## src/rtl/imm_extend_pipe_pkg.sv

```systemverilog
// Shared types for the immediate-extension pipe: extension modes and skid-buffer FSM states.
package imm_ext_pkg;

    localparam int unsigned MODE_W  = 2;
    localparam int unsigned STATE_W = 2;

    typedef logic [MODE_W-1:0] imm_mode_t;

    localparam imm_mode_t MODE_SIGN   = 2'b00;
    localparam imm_mode_t MODE_ZERO   = 2'b01;
    localparam imm_mode_t MODE_UPPER  = 2'b10;
    localparam imm_mode_t MODE_BRANCH = 2'b11;

    typedef logic [STATE_W-1:0] skid_state_t;

    localparam skid_state_t ST_EMPTY = 2'd0;
    localparam skid_state_t ST_ONE   = 2'd1;
    localparam skid_state_t ST_TWO   = 2'd2;

endpackage

```

## src/rtl/imm_extend_pipe_if.sv

```systemverilog
// Valid/ready bus around the immediate-extension pipe: upstream immediate in, extended immediate out.
interface imm_extend_pipe_if
    import imm_ext_pkg::*;
#(
    parameter int unsigned IN_W  = 16,
    parameter int unsigned OUT_W = 32,
    parameter int unsigned TAG_W = 5
) ();

    logic             valid_i;
    logic             ready_o;
    imm_mode_t        mode_i;
    logic [IN_W-1:0]  data_i;
    logic [TAG_W-1:0] tag_i;
    logic             valid_o;
    logic             ready_i;
    logic [OUT_W-1:0] data_o;
    logic [TAG_W-1:0] tag_o;

    modport master (
        output valid_i, mode_i, data_i, tag_i, ready_i,
        input  ready_o, valid_o, data_o, tag_o
    );

    modport slave (
        input  valid_i, mode_i, data_i, tag_i, ready_i,
        output ready_o, valid_o, data_o, tag_o
    );

endinterface

```

## src/rtl/imm_extend_pipe_core.sv

```systemverilog
// Combinational immediate widening (sign/zero/upper/branch).
// IMM_EXT_BRANCH_EN enables the branch-offset shifter; otherwise mode 11 decodes as sign.
module imm_ext_core
    import imm_ext_pkg::*;
#(
    parameter int unsigned IN_W  = 16,
    parameter int unsigned OUT_W = 32
) (
    input  imm_mode_t        i_mode,
    input  logic [IN_W-1:0]  i_data,
    output logic [OUT_W-1:0] o_result_c
);

    localparam int unsigned UPPER_SHIFT = OUT_W - IN_W;

    logic [OUT_W-1:0] w_sign;
    logic [OUT_W-1:0] w_zero;
    logic [OUT_W-1:0] w_upper;

    assign w_sign  = OUT_W'($signed(i_data));
    assign w_zero  = OUT_W'(i_data);
    // Shift by zero degenerates to pass-through when IN_W == OUT_W.
    assign w_upper = w_zero << UPPER_SHIFT;

`ifdef IMM_EXT_BRANCH_EN
    logic [OUT_W-1:0] w_branch;
    assign w_branch = w_sign << 2;
`endif

    always_comb begin
        o_result_c = w_sign;
        case (i_mode)
            MODE_ZERO:   o_result_c = w_zero;
            MODE_UPPER:  o_result_c = w_upper;
`ifdef IMM_EXT_BRANCH_EN
            MODE_BRANCH: o_result_c = w_branch;
`endif
            default:     o_result_c = w_sign;
        endcase
    end

endmodule

```

## src/rtl/imm_extend_pipe.sv

```systemverilog
// Registered immediate-extension stage with a two-entry skid buffer (main + skid).
// Branch-offset mode is gated by IMM_EXT_BRANCH_EN inside imm_ext_core.
module imm_extend_pipe
    import imm_ext_pkg::*;
#(
    parameter int unsigned IN_W  = 16,
    parameter int unsigned OUT_W = 32,
    parameter int unsigned TAG_W = 5
) (
    input logic             clk_i,
    input logic             rst_i,
    imm_extend_pipe_if.slave bus
);

    skid_state_t      r_state;
    skid_state_t      w_state_nxt;
    logic             r_valid;
    logic             r_ready;
    logic [OUT_W-1:0] r_main_data;
    logic [TAG_W-1:0] r_main_tag;
    logic [OUT_W-1:0] r_skid_data;
    logic [TAG_W-1:0] r_skid_tag;

    logic             w_accept;
    logic             w_retire;
    logic             w_main_new;
    logic             w_main_skid;
    logic             w_skid_new;
    logic [OUT_W-1:0] w_ext;

    imm_ext_core #(
        .IN_W  (IN_W),
        .OUT_W (OUT_W)
    ) u_core (
        .i_mode     (bus.mode_i),
        .i_data     (bus.data_i),
        .o_result_c (w_ext)
    );

    assign w_accept = bus.valid_i && r_ready;
    assign w_retire = r_valid && bus.ready_i;

    // Next state and register load strobes.
    always_comb begin
        w_state_nxt = r_state;
        w_main_new  = 1'b0;
        w_main_skid = 1'b0;
        w_skid_new  = 1'b0;
        case (r_state)
            ST_EMPTY: begin
                if (w_accept) begin
                    w_state_nxt = ST_ONE;
                    w_main_new  = 1'b1;
                end
            end
            ST_ONE: begin
                if (w_accept && w_retire) begin
                    w_main_new  = 1'b1;
                end else if (w_accept) begin
                    w_state_nxt = ST_TWO;
                    w_skid_new  = 1'b1;
                end else if (w_retire) begin
                    w_state_nxt = ST_EMPTY;
                end
            end
            ST_TWO: begin
                if (w_retire) begin
                    w_state_nxt = ST_ONE;
                    w_main_skid = 1'b1;
                end
            end
            default: w_state_nxt = ST_EMPTY;
        endcase
    end

    // Handshake flags are registered from the next state so no input reaches an output.
    always_ff @(posedge clk_i or negedge rst_i) begin
        if (!rst_i) begin
            r_state <= ST_EMPTY;
            r_valid <= 1'b0;
            r_ready <= 1'b1;
        end else begin
            r_state <= w_state_nxt;
            r_valid <= (w_state_nxt != ST_EMPTY);
            r_ready <= (w_state_nxt != ST_TWO);
        end
    end

    always_ff @(posedge clk_i or negedge rst_i) begin
        if (!rst_i) begin
            r_main_data <= '0;
            r_main_tag  <= '0;
            r_skid_data <= '0;
            r_skid_tag  <= '0;
        end else begin
            if (w_main_new) begin
                r_main_data <= w_ext;
                r_main_tag  <= bus.tag_i;
            end else if (w_main_skid) begin
                r_main_data <= r_skid_data;
                r_main_tag  <= r_skid_tag;
            end
            if (w_skid_new) begin
                r_skid_data <= w_ext;
                r_skid_tag  <= bus.tag_i;
            end
        end
    end

    assign bus.ready_o = r_ready;
    assign bus.valid_o = r_valid;
    assign bus.data_o  = r_main_data;
    assign bus.tag_o   = r_main_tag;

endmodule

```

## src/flat_wrapper.sv

```systemverilog
// flat-port wrapper written by rule: the top's interface ports become plain ports
module imm_extend_pipe_flat import imm_ext_pkg::*;
#(
    parameter int unsigned IN_W  = 16,
    parameter int unsigned OUT_W = 32,
    parameter int unsigned TAG_W = 5
)
  (clk_i, rst_i, bus_valid_i, bus_mode_i, bus_data_i, bus_tag_i, bus_ready_i, bus_ready_o, bus_valid_o, bus_data_o, bus_tag_o);
  imm_extend_pipe_if #(.IN_W(IN_W), .OUT_W(OUT_W), .TAG_W(TAG_W)) bus_i ();
  input logic clk_i;
  input logic rst_i;
  input wire logic [$bits(bus_i.valid_i)-1:0] bus_valid_i;
  input wire logic [$bits(bus_i.mode_i)-1:0] bus_mode_i;
  input wire logic [$bits(bus_i.data_i)-1:0] bus_data_i;
  input wire logic [$bits(bus_i.tag_i)-1:0] bus_tag_i;
  input wire logic [$bits(bus_i.ready_i)-1:0] bus_ready_i;
  output wire logic [$bits(bus_i.ready_o)-1:0] bus_ready_o;
  output wire logic [$bits(bus_i.valid_o)-1:0] bus_valid_o;
  output wire logic [$bits(bus_i.data_o)-1:0] bus_data_o;
  output wire logic [$bits(bus_i.tag_o)-1:0] bus_tag_o;
  assign bus_i.valid_i = bus_valid_i;
  assign bus_i.mode_i = bus_mode_i;
  assign bus_i.data_i = bus_data_i;
  assign bus_i.tag_i = bus_tag_i;
  assign bus_i.ready_i = bus_ready_i;
  assign bus_ready_o = bus_i.ready_o;
  assign bus_valid_o = bus_i.valid_o;
  assign bus_data_o = bus_i.data_o;
  assign bus_tag_o = bus_i.tag_o;
  imm_extend_pipe #(.IN_W(IN_W), .OUT_W(OUT_W), .TAG_W(TAG_W)) u_core (.clk_i(clk_i), .rst_i(rst_i), .bus(bus_i));
endmodule
```

## config.mk

```make
export PLATFORM = sky130hd
export DESIGN_NAME = imm_extend_pipe_flat
export DESIGN_NICKNAME = d
export VERILOG_FILES = /design/src/rtl/imm_extend_pipe_pkg.sv /design/src/rtl/imm_extend_pipe_if.sv /design/src/rtl/imm_extend_pipe_core.sv /design/src/rtl/imm_extend_pipe.sv /design/src/flat_wrapper.sv
export SDC_FILE = /design/constraint.sdc
export NUM_CORES = 1
export LEC_CHECK = 0
export CAP_MARGIN = 20
export CORE_ASPECT_RATIO = 1.25
export CORE_MARGIN = 8
export CORE_UTILIZATION = 56
export DETAILED_ROUTE_END_ITERATION = 16
export GPL_ROUTABILITY_DRIVEN = 0
export GPL_TIMING_DRIVEN = 0
export PLACE_DENSITY_LB_ADDON = 0.25
export SLEW_MARGIN = 5
export SYNTH_ARGS = -nofsm -noshare
export SYNTH_HDL_FRONTEND = slang
export SYNTH_SLANG_ARGS = --single-unit
```

## constraint.sdc

```tcl
create_clock -name clk_i -period 4.7 [get_ports clk_i]
set_input_delay 1.41 -clock clk_i [delete_from_list [all_inputs] [get_ports clk_i]]
set_output_delay 1.41 -clock clk_i [all_outputs]
set_load 0.02 [all_outputs]
```

After elaboration in Yosys (flattened, before gate mapping)
Index checks and enable logic that the tools add are counted.
W data, S select, Z words.
{ "classes": {"eq_ne": 5, "n_reduce_logical": 6, "muxes": 18} }
{ "op_table": {"columns": ["operator", "count"], "rows": [
  ["$mux W32", 2],
  ["$pmux W32 S2", 1],
  ["$mux W2", 5],
  ["$mux W5", 2],
  ["$mux W1", 6],
  ["$pmux W2 S3", 1],
  ["$eq A2 B1 Y1 const B", 2],
  ["$eq A2 B2 Y1 const B", 2],
  ["$reduce_bool A2 Y1", 2],
  ["$logic_and A1 B1 Y1", 3],
  ["$logic_not A2 Y1", 1],
  ["$ne A2 B2 Y1 const B", 1],
  ["$pmux W1 S2", 1]
]} }
{ "word_totals": {"out_inout_bits": 39, "word_cells": 36, "reg_bits": 78, "in_bits": 27} }

Logic depth before layout (Yosys ltp)
{ "logic_depth": {"ltp_word": 6, "ltp_mapped": 7, "ltp_nobuf": 5} }

Modules after synthesis
A second synthesis with hierarchy kept.
{ "hier_totals": {"cells_unflattened": 266, "hier_area_um2": 3583.4} }
{ "by_module_without_submodules": {"columns": ["module", "cells_per_inst", "seq_area_each_um2", "area_per_inst_um2", "instances"], "rows": [
  ["imm_extend_pipe", 223, 1953.1, 3261.9, 1],
  ["imm_ext_core", 43, 0.0, 321.6, 1]
]} }

Worst setup path after synthesis
Ideal clock, no wire load.
{ "synth_path": {"kind": "in2reg", "startpoint": "input port bus_mode_i[0]", "endpoint": "register u_core.r_main_data[21] (netlist: u_core.bus.data_o[21])", "setup_ns": 0.126, "slack_ns": 1.936, "required_ns": 4.574, "t_arrival_ns": 2.638, "n_path_buf": 2, "stages": 7, "cell_sequence": "inv_1 ha_1 and2_1 clkbuf_1 clkbuf_1 a21o_1 a221o_1"} }
{ "synth_via": {"elab_chain_cells": 3, "word_cells_on_any_way": 4, "cone_classes": "eq/ne (2); mux (2)"} }
{ "synth_lines": {"columns": ["item", "line_no", "rtl"], "rows": [
  ["start, declared", "flat_wrapper.sv:13", "input wire logic [$bits(bus_i.mode_i)-1:0] bus_mode_i;"],
  ["$eq A2 B2 Y1 or $eq A2 B1 Y1 (tied branches)", "imm_extend_pipe_core.sv:32", "case (i_mode)"],
  ["$pmux W32 S2 *", "imm_extend_pipe_core.sv:32", null],
  ["$mux W32 *", "imm_extend_pipe.sv:96", "if (w_main_new) begin"],
  ["end signal, assigned", "imm_extend_pipe.sv:97", "r_main_data <= w_ext;"],
  ["end signal, assigned", "imm_extend_pipe.sv:100", "r_main_data <= r_skid_data;"],
  ["end, declared", "imm_extend_pipe.sv:19", "logic [OUT_W-1:0] r_main_data;"]
]} }
Mark *: on every way between the ends. The rest lies on a longest branch, timed or not.
A chain may end at the register's enable or synchronous reset.

Worst setup path after layout
{ "layout_path": {"startpoint": "input port bus_mode_i[0]", "endpoint": "register u_core.r_main_data[22] (netlist: u_core.bus.data_o[22])"} }
The elaborated chain is that of the path after synthesis.

==> qor.txt <==
Status - completed
Syn_area_per_cell - 12.2 µm²
Main combinational cell family by area after synthesis - compound AO/OA/AOI/OAI gates
Final hold slack - 500 ps
FF-to-FF Start - u_core.r_state[1]
Internal power - 1.97 mW
DR iter-0 viols - 191
Post-synthesis compound-gate area fraction - 22.1%
Critical path depth - 8
Clk_lat worst skew - 350 ps
Final setup violating endpoints - 0
I/O Pins - 66
Async S/R FF share, synth - 100%
# diodes - 0
Synth Area in Adders - 0.711%
Slowest CP cell - clkdlybuf4s50_1
Hold-fix buffers at CTS - 0
Cells after Synth - 288
Worst slack at placement - 1220 ps
Clk_skew - 7.42 ps
Post-route cell area - 4500 µm²
Area leader, netlist - dfrtp_1
Ranking of synthesized cells by area - dfrtp_1 55%, a221o_1 11%, o21ai_0 6.8%
Crit Path Category - primary input to flip-flop
Layout fillers - 441
Root Driver - clkbuf_8
Final nets - 394
Largest net degree at the start of global routing - 67
EDFF count, synth - 0
Clk slew on worst S/H paths - 70 ps
NetSw - 1.09 mW
Leakage power - 2.05 nW
Slowest cell delay on critical path - 510 ps
Yosys warns - 0
Critical path capture point type - flip-flop
Cell mode on critical path - clkbuf_1
TritonCTS buffer count - 9
Pwr dens - 681 nW/µm²
Hold Fails Final Rpt - 0
Crit path max fanout - 10
Num Clock Sinks - 78
Drt pass-1 iters - 4
Setup Buffers After CTS - 0
Post-DP HPWL - 6140 µm
Hold path start - u_core.r_skid_data[18]
Starting Density - 57.5%
Core area - 6130 µm²
Seq/Total Area, Yosys - 55.5%
Setup ws final - 1560 ps
Avg WL per Cell - 19.1 µm
Xor and xnor area share after synthesis - 0%
Slew margin rel. - 59.0%
Max-cap violations - 0
Reg2reg path depth - 3
Max Slew Vio Count - 0
CP Data Arrival Time - 3370 ps
Antenna Nets Post-Route - 0
Vias per cell - 5.93
Period utilization - 66.9%
Syn-to-layout area delta - 27.9%
TritonCTS clock tree - done
Max H-tree Level - 3
Die width - 86.9 µm
Row cnt - 32
GRT overflow - 0
Synth top area share - 54.7%
Max clock buf depth - 2
Synth unique cells - 31
Sequential Power Share - 38.4%
First-pass GRT wire length - 14,500 µm
Pwr Total - 3.07 mW
Post-CTS resize count - 0
CP bufs+invs - 4
DRC violation count after routing - 0
RSZ-0062 raised after global routing - no
Mapped Area - 3520 µm²
Port-buffer cells - 65
Share of cells above drive strength 1 - 17.3%
Hold crit path type - flip-flop to flip-flop
Routed WL - 8710 µm
Die Ht - 105 µm
Top cells by count, synth - 77 x dfrtp_1, 48 x o21ai_0, 37 x a221o_1, 25 x and2_1, 20 x mux2_2
Post-synth top flop - dfrtp_1
Crit path cell chain - clkdlybuf4s50_1, inv_1, ha_1, and2_1, clkbuf_1, clkbuf_1, a21o_1, a221o_1
Worst hold path depth - 1
Post-DP Area - 4300 µm²
Crit path required time - 4930 ps
Post-Syn Nets - 317
Worst Setup SP - bus_mode_i[0]
Footprint of the multi-input gates - 1390 µm²
Number of synthesized register bits - 78
CP delay by family, top - buffers and inverters
Startpoint Class - primary input
Max Fclk - 0.318 GHz
Post-synthesis simple-gate area fraction - 9.46%
Most common cell in the synthesized netlist - dfrtp_1
Cells after DPL - 439
Maximum VDD drop - 465 µV
Mux cell area share after synthesis - 7.25%
Final non-filler cell total - 455
Final min period - 3140 ps
Via Count - 2,699
Sw Ratio - 35.6%
Vias in the first global route - 2,910
Area taken by flip-flops and latches - 1950 µm²
Clock Power Share - 16.6%
Die area - 9090 µm²
Slew @ Worst Pin - 612 ps
Gr usage total - 20.2%
Antenna violations before repair - 0
Logic gate share of total power - 45.0%
[worst register-to-register path: cells and delay by family (launching register included)]
| kind | cells | cell delay [ps] |
|---|---|---|
| flops | 1 | 420 |
| simple gates | 2 | 950 |
| compound gates | 1 | 260 |
[power groups by stage]
stage	clock, mW	sequential (mW)	combinational [mW]
2_1_floorplan	0	1.35	0.641
5_1_grt	0.538	1.22	1.48
6_report	0.508	1.18	1.38
3_5_place_dp	0	1.18	1.38
3_3_place_gp	0	1.17	1.35
4_1_cts	0.514	1.18	1.39
[cell families after synthesis]
logic type	after synthesis
flip-flops	78
AO/OA/AOI/OAI	106
multiplexers	22
buffers and inverters	26
adder cells (fa/ha/maj)	2
AND/OR/NAND/NOR	54
[metrics by stage]
stage / TNS [ps] / utilization, %
2_1_floorplan: 0 / -
3_3_place_gp: -34400 / 69.8
3_5_place_dp: 0 / 70.2
4_1_cts: 0 / 73.5
5_1_grt: 0 / 73.5
6_report: 0 / 73.5
[layer usage]
metal | up-vias | GRT usage (%) | routed length (µm)
met5 | - | 0 | 0
met1 | 1377 | 24.9 | 3690
met4 | 0 | 9.14 | 126
li1 | 1228 | - | -
met3 | 8 | 4.00 | 471
met2 | 86 | 33.0 | 4420
[layout by cell type, fill, tap and decap left out, types with 2 or more instances in the layout]
cell type / Yosys / final
mux2_2: 20 / 20
a221o_1: 37 / 37
and2_0: 6 / 6
clkdlybuf4s50_1: 0 / 64
inv_1: 2 / 2
buf_2: 7 / 7
nor3_1: 8 / 8
ha_1: 2 / 2
nor2_1: 2 / 2
o21ai_0: 48 / 48
a21o_1: 15 / 15
nor2b_1: 2 / 2
mux2_4: 2 / 2
buf_6: 9 / 9
nand2_1: 4 / 4
clkbuf_1: 8 / 10
dfrtp_1: 77 / 77
clkbuf_8: 0 / 11
and2_1: 25 / 25
[state kept, by name, summed over array words and instances, names as in the netlist]
| register | flops |
|---|---|
| u_core.r_state | 2 |
| u_core.bus.valid_o | 1 |
| u_core.bus.data_o | 32 |
| u_core.r_skid_data | 32 |
| u_core.r_skid_tag | 5 |
| u_core.bus.ready_o | 1 |
| u_core.bus.tag_o | 5 |
[final timing paths]
kind / to / slack [ps]
setup / recovery: u_core.bus.data_o[22] / 1560
hold / removal: u_core.r_skid_data[18] / 500
setup reg to reg: u_core.bus.data_o[8] / 3000
hold reg to reg: u_core.r_skid_data[18] / 500
max in group asynchronous: u_core.bus.ready_o / 3200
min in group asynchronous: u_core.bus.data_o[8] / 910
[cell type report]
cell class / count / share of cell area [%]
clock buffers: 13 / 3.53
multi-input cells: 184 / 30.9
clock inverters: 3 / 0.945
repair buffers: 66 / 15.0
plain buffers: 24 / 3.70
flip-flops and latches: 78 / 43.4
inverters: 2 / 0.167
well taps: 85 / 2.36
No activity file was read; power rests on OpenSTA's default activity.
